File: src/rtl/hamming_pkg.sv
// Shared constants and types for the Hamming(7,4) transmit path.
package hamming_pkg;

    localparam int unsigned CW_W   = 7;
    localparam int unsigned DATA_W = 4;

    // Codeword index = syndrome position - 1; parity bits sit at positions 1, 2, 4.
    localparam int unsigned P0_POS = 0;
    localparam int unsigned P1_POS = 1;
    localparam int unsigned P2_POS = 3;

    // Data bits occupy the remaining positions 3, 5, 6, 7.
    localparam int unsigned D0_POS = 2;
    localparam int unsigned D1_POS = 4;
    localparam int unsigned D2_POS = 5;
    localparam int unsigned D3_POS = 6;

    typedef enum logic [1:0] {
        StIdle,
        StShift,
        StGap
    } tx_state_e;

endpackage

File: src/rtl/hamming_enc74.sv
// Combinational Hamming(7,4) encoder with an optional single-bit flip mask.
module hamming_enc74
    import hamming_pkg::*;
(
    input  logic [DATA_W-1:0] data,
    input  logic              inj_en,
    input  logic [2:0]        inj_pos,
    output logic [CW_W-1:0]   cw
);

    logic [CW_W-1:0] clean;
    logic [CW_W-1:0] mask;

    // Place data bits and compute the three even-parity bits.
    always_comb begin
        clean         = '0;
        clean[D0_POS] = data[0];
        clean[D1_POS] = data[1];
        clean[D2_POS] = data[2];
        clean[D3_POS] = data[3];
        clean[P0_POS] = data[0] ^ data[1] ^ data[3];
        clean[P1_POS] = data[0] ^ data[2] ^ data[3];
        clean[P2_POS] = data[1] ^ data[2] ^ data[3];
    end

    // Position 0 means no injection; positions 1..7 map to indices 0..6.
    always_comb begin
        mask = '0;
        if (inj_en && (inj_pos != 3'd0)) begin
            mask[inj_pos - 3'd1] = 1'b1;
        end
    end

    assign cw = clean ^ mask;

endmodule

File: src/rtl/hamming_enc_tx.sv
// Streaming Hamming(7,4) encoder: 1-deep pending register feeding a framed
// serial shifter with optional inter-frame gap.
module hamming_enc_tx
    import hamming_pkg::*;
#(
    parameter bit          LSB_FIRST  = 1'b1,
    parameter int unsigned GAP_CYCLES = 0,
    parameter int unsigned CNT_W      = 16
) (
    input  logic              clk,
    input  logic              rst,
    input  logic              in_valid,
    output logic              in_ready,
    input  logic [DATA_W-1:0] in_data,
    input  logic              inj_en,
    input  logic [2:0]        inj_pos,
    output logic [CW_W-1:0]   cw_out,
    output logic              cw_load,
    output logic              out_bit,
    output logic              out_valid,
    input  logic              out_ready,
    output logic              out_first,
    output logic              out_last,
    output logic [CNT_W-1:0]  frame_cnt
);

    localparam logic [3:0] GAP_LAST = 4'(GAP_CYCLES - 1);

    tx_state_e        state_q, state_d;
    logic [CW_W-1:0]  pend_q, pend_d;
    logic             pend_full_q, pend_full_d;
    logic [CW_W-1:0]  cw_q, cw_d;
    logic             cw_load_q, cw_load_d;
    logic [2:0]       bit_idx_q, bit_idx_d;
    logic [3:0]       gap_cnt_q, gap_cnt_d;
    logic [CNT_W-1:0] frame_cnt_q, frame_cnt_d;

    logic [CW_W-1:0]  enc_cw;
    logic             accept;
    logic             load;

    hamming_enc74 u_enc (
        .data    (in_data),
        .inj_en  (inj_en),
        .inj_pos (inj_pos),
        .cw      (enc_cw)
    );

    // in_ready comes straight from a register, so out_ready never reaches it.
    assign accept = in_valid && !pend_full_q;

    // Next-state: frame sequencing, pending hand-off and word acceptance.
    always_comb begin
        state_d     = state_q;
        pend_d      = pend_q;
        pend_full_d = pend_full_q;
        cw_d        = cw_q;
        cw_load_d   = 1'b0;
        bit_idx_d   = bit_idx_q;
        gap_cnt_d   = gap_cnt_q;
        frame_cnt_d = frame_cnt_q;
        load        = 1'b0;

        unique case (state_q)
            StIdle: begin
                if (pend_full_q) begin
                    load = 1'b1;
                end
            end
            StShift: begin
                if (out_ready) begin
                    if (bit_idx_q == 3'd6) begin
                        frame_cnt_d = frame_cnt_q + 1'b1;
                        bit_idx_d   = 3'd0;
                        if (GAP_CYCLES > 0) begin
                            state_d   = StGap;
                            gap_cnt_d = 4'd0;
                        end else if (pend_full_q) begin
                            // Back-to-back frame: reload on the last-bit edge.
                            load = 1'b1;
                        end else begin
                            state_d = StIdle;
                        end
                    end else begin
                        bit_idx_d = bit_idx_q + 3'd1;
                    end
                end
            end
            StGap: begin
                // Final gap cycle acts as IDLE so the gap is exactly GAP_CYCLES long.
                if (gap_cnt_q == GAP_LAST) begin
                    if (pend_full_q) begin
                        load = 1'b1;
                    end else begin
                        state_d = StIdle;
                    end
                end else begin
                    gap_cnt_d = gap_cnt_q + 4'd1;
                end
            end
            default: begin
                state_d = StIdle;
            end
        endcase

        if (load) begin
            cw_d        = pend_q;
            cw_load_d   = 1'b1;
            pend_full_d = 1'b0;
            bit_idx_d   = 3'd0;
            state_d     = StShift;
        end

        // Cannot coincide with load: load needs pend_full, accept needs it clear.
        if (accept) begin
            pend_d      = enc_cw;
            pend_full_d = 1'b1;
        end
    end

    // State registers with synchronous reset; a partial frame is dropped.
    always_ff @(posedge clk) begin
        if (rst) begin
            state_q     <= StIdle;
            pend_q      <= '0;
            pend_full_q <= 1'b0;
            cw_q        <= '0;
            cw_load_q   <= 1'b0;
            bit_idx_q   <= 3'd0;
            gap_cnt_q   <= 4'd0;
            frame_cnt_q <= '0;
        end else begin
            state_q     <= state_d;
            pend_q      <= pend_d;
            pend_full_q <= pend_full_d;
            cw_q        <= cw_d;
            cw_load_q   <= cw_load_d;
            bit_idx_q   <= bit_idx_d;
            gap_cnt_q   <= gap_cnt_d;
            frame_cnt_q <= frame_cnt_d;
        end
    end

    // Serial outputs decode from registers only, so they hold while stalled.
    always_comb begin
        out_valid = (state_q == StShift);
        out_bit   = 1'b0;
        out_first = 1'b0;
        out_last  = 1'b0;
        if (out_valid) begin
            out_bit   = LSB_FIRST ? cw_q[bit_idx_q] : cw_q[3'd6 - bit_idx_q];
            out_first = (bit_idx_q == 3'd0);
            out_last  = (bit_idx_q == 3'd6);
        end
    end

    assign in_ready  = !pend_full_q;
    assign cw_out    = cw_q;
    assign cw_load   = cw_load_q;
    assign frame_cnt = frame_cnt_q;

endmodule

File: config.mk
export PLATFORM = sky130hd
export DESIGN_NAME = hamming_enc_tx
export DESIGN_NICKNAME = d
export VERILOG_FILES = /design/src/rtl/hamming_pkg.sv /design/src/rtl/hamming_enc74.sv /design/src/rtl/hamming_enc_tx.sv
export SDC_FILE = /design/constraint.sdc
export NUM_CORES = 1
export LEC_CHECK = 0
export BUFFER_PORTS_ARGS = -buffer_cell sky130_fd_sc_hd__buf_4
export CELL_PAD_IN_SITES_DETAIL_PLACEMENT = 1
export CELL_PAD_IN_SITES_GLOBAL_PLACEMENT = 1
export CORE_ASPECT_RATIO = 0.9
export CORE_MARGIN = 5
export CORE_UTILIZATION = 40
export DETAILED_ROUTE_END_ITERATION = 8
export GPL_ROUTABILITY_DRIVEN = 0
export PLACE_DENSITY = 0.86
export SYNTH_ARGS = -nofsm -noshare
export SYNTH_HDL_FRONTEND = slang
export SYNTH_SLANG_ARGS = --single-unit
File: constraint.sdc
create_clock -name clk -period 2.35 [get_ports clk]
set_clock_uncertainty 0.2 [all_clocks]
set_input_delay 0.3525 -clock clk [delete_from_list [all_inputs] [get_ports clk]]
set_output_delay 0.3525 -clock clk [all_outputs]
set_load 0.02 [all_outputs]
; After elaboration in Yosys (flattened, before gate mapping)
; Index checks and enable logic that the tools add are counted.
[word_totals]
register_bits = 41
latch_bits = 0
ramBits = 0
rom_bits = 0
inputBits = 12
out_inout_bits = 29
memories = 0
[op_classes]
n_addsub = 4
mul = 0
div_mod_pow = 0
order_cmp = 3
eq_ne = 11
shifts = 0
n_mux = 23
bitwise = 9
reduce_logical = 14
[ops]
columns = op, count
row1 = $add A16 B1 Y16 const B, 1
row2 = $mux W1, 13
row3 = $lt A3 B4 Y1 const B, 2
row4 = $mux W2, 4
row5 = $reduce_and A4 Y1, 2
row6 = $mux W7, 1
row7 = $xor A7 B7 Y7, 1
row8 = $ne A3 B1 Y1 const B, 2
row9 = $pmux W2 S3, 1
row10 = $xor A1 B1 Y1, 6
row11 = $add A4 B1 Y4 const B, 1
row12 = $eq A4 B4 Y1 const B, 1
row13 = $ne A2 B1 Y1 const B, 2
row14 = $ne A2 B2 Y1 const B, 2
row15 = $reduce_and A2 Y1, 2
row16 = $add A3 B1 Y3 const B, 1
row17 = $bmux W1 S3, 1
row18 = $demux W1 S3, 1
row19 = $eq A3 B3 Y1 const B, 1
row20 = $ge A3 B1 Y1 const B, 1
row21 = $logic_and A1 B1 Y1, 3
row22 = $logic_not A3 Y1, 1
row23 = $mux W3, 1
row24 = $ne A3 B3 Y1 const B, 1
row25 = 11 further kinds, 12

; Longest topological paths before layout
[depth]
depth_word = 7
depth_mapped = 6
mapped_depth_nobuf = 6

; Hierarchy
; Synthesis repeated with hierarchy kept, for this count alone.
[hier_totals]
cells_unflattened = 213
hier_area_um2 = 1886.8
[modules_own_cells]
columns = mod, n_inst, cells_per_inst, area_per_inst_um2, seq_area_each_um2
row1 = hamming_enc_tx, 1, 180, 1612.8, 720.7
row2 = hamming_enc74, 1, 33, 274.0, 0.0

; Least setup slack after synthesis
; No wires, ideal clock.
[synth_timing]
path_kind = reg-to-output
startpoint = register bit_idx_q[0]
endpoint = output out_bit
t_arrival_ns = 1.428
setup_slack_ns = 0.370
stages_incl_launch_ff = 4
n_path_buf = 1
cell_sequence = dfxtp_1 -> clkbuf_1 -> mux4_1 -> o211a_1
[synth_via]
elab_chain_cells = 3
[synth_lines]
columns = item, line_no
row1 = start: declaration, hamming_enc_tx.sv:34  ; logic [2:0] bit_idx_q, bit_idx_d;
row2 = start signal: assignment, hamming_enc_tx.sv:138  ; bit_idx_q <= bit_idx_d;
row3 = $bmux W1 S3, hamming_enc_tx.sv:151  ; out_bit = LSB_FIRST ? cw_q[bit_idx_q] : cw_q[3'd6 - bit_idx_q];
row4 = $mux W1 (not written as such), hamming_enc_tx.sv:151
row5 = $mux W1, hamming_enc_tx.sv:150  ; if (out_valid) begin
row6 = end: declaration, hamming_enc_tx.sv:19  ; output logic out_bit,
; Every way passes these cells. The select of a mux whose other input is x is not followed.

; Worst setup path in the final report
; Ends and elaborated chain as after synthesis.

==> metrics.cfg <==
[min_path]
min_to = pend_full_q
hp-start = in_valid
hold_path.class = input pin to register
whs_path_depth = 3

[synthesis]
syn_nets = 216
yosysUniqueCellTypes = 43
syn-instance-count = 201
synth-edff-count = 0
netlist_area_um2 = 1850
ys_seq_area_frac = 0.390
synthFlopType = dfxtp_1
yosys_warnings = 0
synthArstFlopShare = 0
syn_avg_cell_area_um2 = 9.20
synth_seq_cells = 36

[floorplanning]
die_y_um = 74.5
io_pins = 41
die-area_um2 = 6080
coreArea_um2 = 4460
die_x_um = 81.7
start_util = 0.415
rows = 23

[worst_setup_path]
rr_endpoint = frame_cnt[15]
cp-end-kind = primary output
cp_max_fo = 12
worstSetupStartpointType = register
r2r_start = state_q[0]
critPathKind = register to primary output
path_buf_inv = 1
cp_slowest_stage_delay_ns = 0.58
critPathArrivalTime_ns = 1.70
reg2reg_slack_ns = 0.32
cp_slowest_cell = mux4_1
path_cells = mux4_1, o211a_1, buf_4
cp_top_family = multiplexers
r2r_cells = 4
cp.required_ns = 1.80

[drt]
firstDrtPassIters = 4
wirelength_um = 4510
ant_nets = 0
vias = 1586
wl_per_cell_um = 14.9
viasPerCell = 5.25
initialDrtViolationCount = 101
route.detailed.drc = 0

[power]
ir_worst_vdd_mv = 0.267
p_leak_nw = 0.965
powerDensity_nw_per_um2 = 593
fin_total_pwr_w = 0.00137

[sta]
period_share = 0.958
setup_viol = 0
slew_headroom = 0.697
rsz0062_at_grt = false
tns_ns = 0
finalMaxSlewViolations = 0
post-route-min-period_ns = 2.25
finalHoldViolCount = 0
tightest_slew_ns = 0.454
fmax_mhz = 444

[job]
cap_violations = 0

[finish]
multi_input_area_um2 = 1060
seqCellArea_um2 = 722
drive_gt1_frac = 0.258
final.fill_count = 543
syn_to_final_growth_pct = 25.0
fin_nets = 254
antennaDiodeCount = 0

[clocking]
cts_buffers = 5
htree_num_levels = 2
clkLatencyLatePin_ns = 0.29
cts_num_sinks = 36
cts_tree = done
clk_pin_slew_ns = 0.08
cts_root_buf = clkbuf_8
cts-root-to-sink-buffers = 2

[grt]
grt-ovfl-total = 0
grt_pass1_vias = 1609
grtUsageTotal = 0.165
grt_pass1_wl_um = 7630
antenna_found_initial = 0
grt_max_degree = 41

[outcome]
outcome = complete, no violations

[placed_design]
port_buffers = 40
post-dp-hpwl_um = 3220

-- placed cells by master, fill, tap and decap left out, drive strengths merged, types with 2 or more instances in the layout --
cell,synthesis,layout
and4,4,4
or3,4,4
nand2b,2,2
and2,3,3
mux2,3,3
xor2,8,8
nor3,5,5
ha,3,3
nand4,10,10
inv,4,4
a211oi,8,8
and3,2,2
buf,5,43
nand2,5,5
mux2i,9,9
nor4,3,3
xnor2,13,13
nor2,30,30
nand4b,3,3
nand3,4,4
dfxtp,36,36
nor2b,7,7
o21ai,4,4
clkbuf,7,5
a21oi,9,9
-- synth_stat cells (5+ instances only) --
master    count  area share
nor2b_1       7       0.024
mux2i_1       9       0.049
xnor2_1      13       0.062
a21oi_1       9       0.024
nor3_1        5       0.014
clkbuf_1      7       0.014
xor2_1        8       0.038
a211oi_1      8       0.032
nand4_1       8       0.027
nor2_1       30       0.061
nand2_1       5       0.010
dfxtp_1      36        0.39
-- worst max-delay path by stage --
stage / from / endpoint / slack [ns] / cells after the start
6_report: bit_idx_q[0] / out_bit / 0.1 / 3
5_1_grt: bit_idx_q[0] / out_bit / 0.03 / 3
4_1_cts: bit_idx_q[0] / out_bit / 0.09 / 3
3_5_place_dp: bit_idx_q[0] / out_bit / 0.29 / 3
3_3_place_gp: bit_idx_q[0] / out_bit / 0.33 / 3
2_1_floorplan: bit_idx_q[0] / out_bit / 0.37 / 3
-- registers in the layout (all words and copies together), names as in the netlist --
register and cells:
bit_idx_q 3, cw_load 1, cw_out 7, frame_cnt 16, pend_full_q 1, pend_q 7
state_q 1
-- where the power goes --
part	internal (W)	leakage (nW)	total [W]	switching (W)
clock network	0.000314	0.0541	0.000547	0.000233
registers	0.000631	0.293	0.000653	0.0000220
logic	0.0000785	0.618	0.000171	0.0000922
-- kinds of logic after synthesis --
family | count (synthesis) | synth area share
flip-flops | 36 | 0.390
AO/OA/AOI/OAI | 26 | 0.0900
XOR/XNOR | 21 | 0.0995
buffers and inverters | 16 | 0.0359
AND/OR/NAND/NOR | 86 | 0.284
multiplexers | 13 | 0.0812
adder cells (fa/ha/maj) | 3 | 0.0203
-- worst min-delay path, delay by kind of cell --
family                 cells  cell delay [ns]
buffers and inverters      1             0.11
AND/OR/NAND/NOR            2             0.13
-- metal layers --
metal,up-vias,GRT usage,share of wire
li1,793,-,-
met1,757,0.201,0.44
met2,30,0.280,0.50
met3,6,0.0400,0.044
met4,0,0.0683,0.016
met5,-,0,0
-- what timing repair did --
item / 4_1_cts / 5_1_grt
hold buffers: 0 / 0
setup endpoints to repair: 1 / 0
gates resized for setup: 1 / 0
setup buffers: 0 / 0
-- through the flow --
stage / instance area [µm²] / hold WS, ns / utilization / instances / setup WS (ns)
2_1_floorplan: 1850 / 0.264 / - / 201 / 0.370
3_3_place_gp: 2200 / 0.273 / 0.493 / 294 / 0.327
3_5_place_dp: 2200 / 0.296 / 0.493 / 294 / 0.291
4_1_cts: 2310 / 0.137 / 0.518 / 302 / 0.0861
5_1_grt: 2310 / 0.142 / 0.518 / 302 / 0.0269
6_report: 2310 / 0.140 / 0.518 / 302 / 0.0983
-- cell type report --
class	instances	area share
Multi-Input combinational cell	149	0.460
Inverter	4	0.00650
Sequential cell	36	0.312
Clock inverter	3	0.0184
Timing Repair Buffer	43	0.140
Tap cell	62	0.0336
Clock buffer	5	0.0298
No activity file was read; power rests on OpenSTA's default activity.
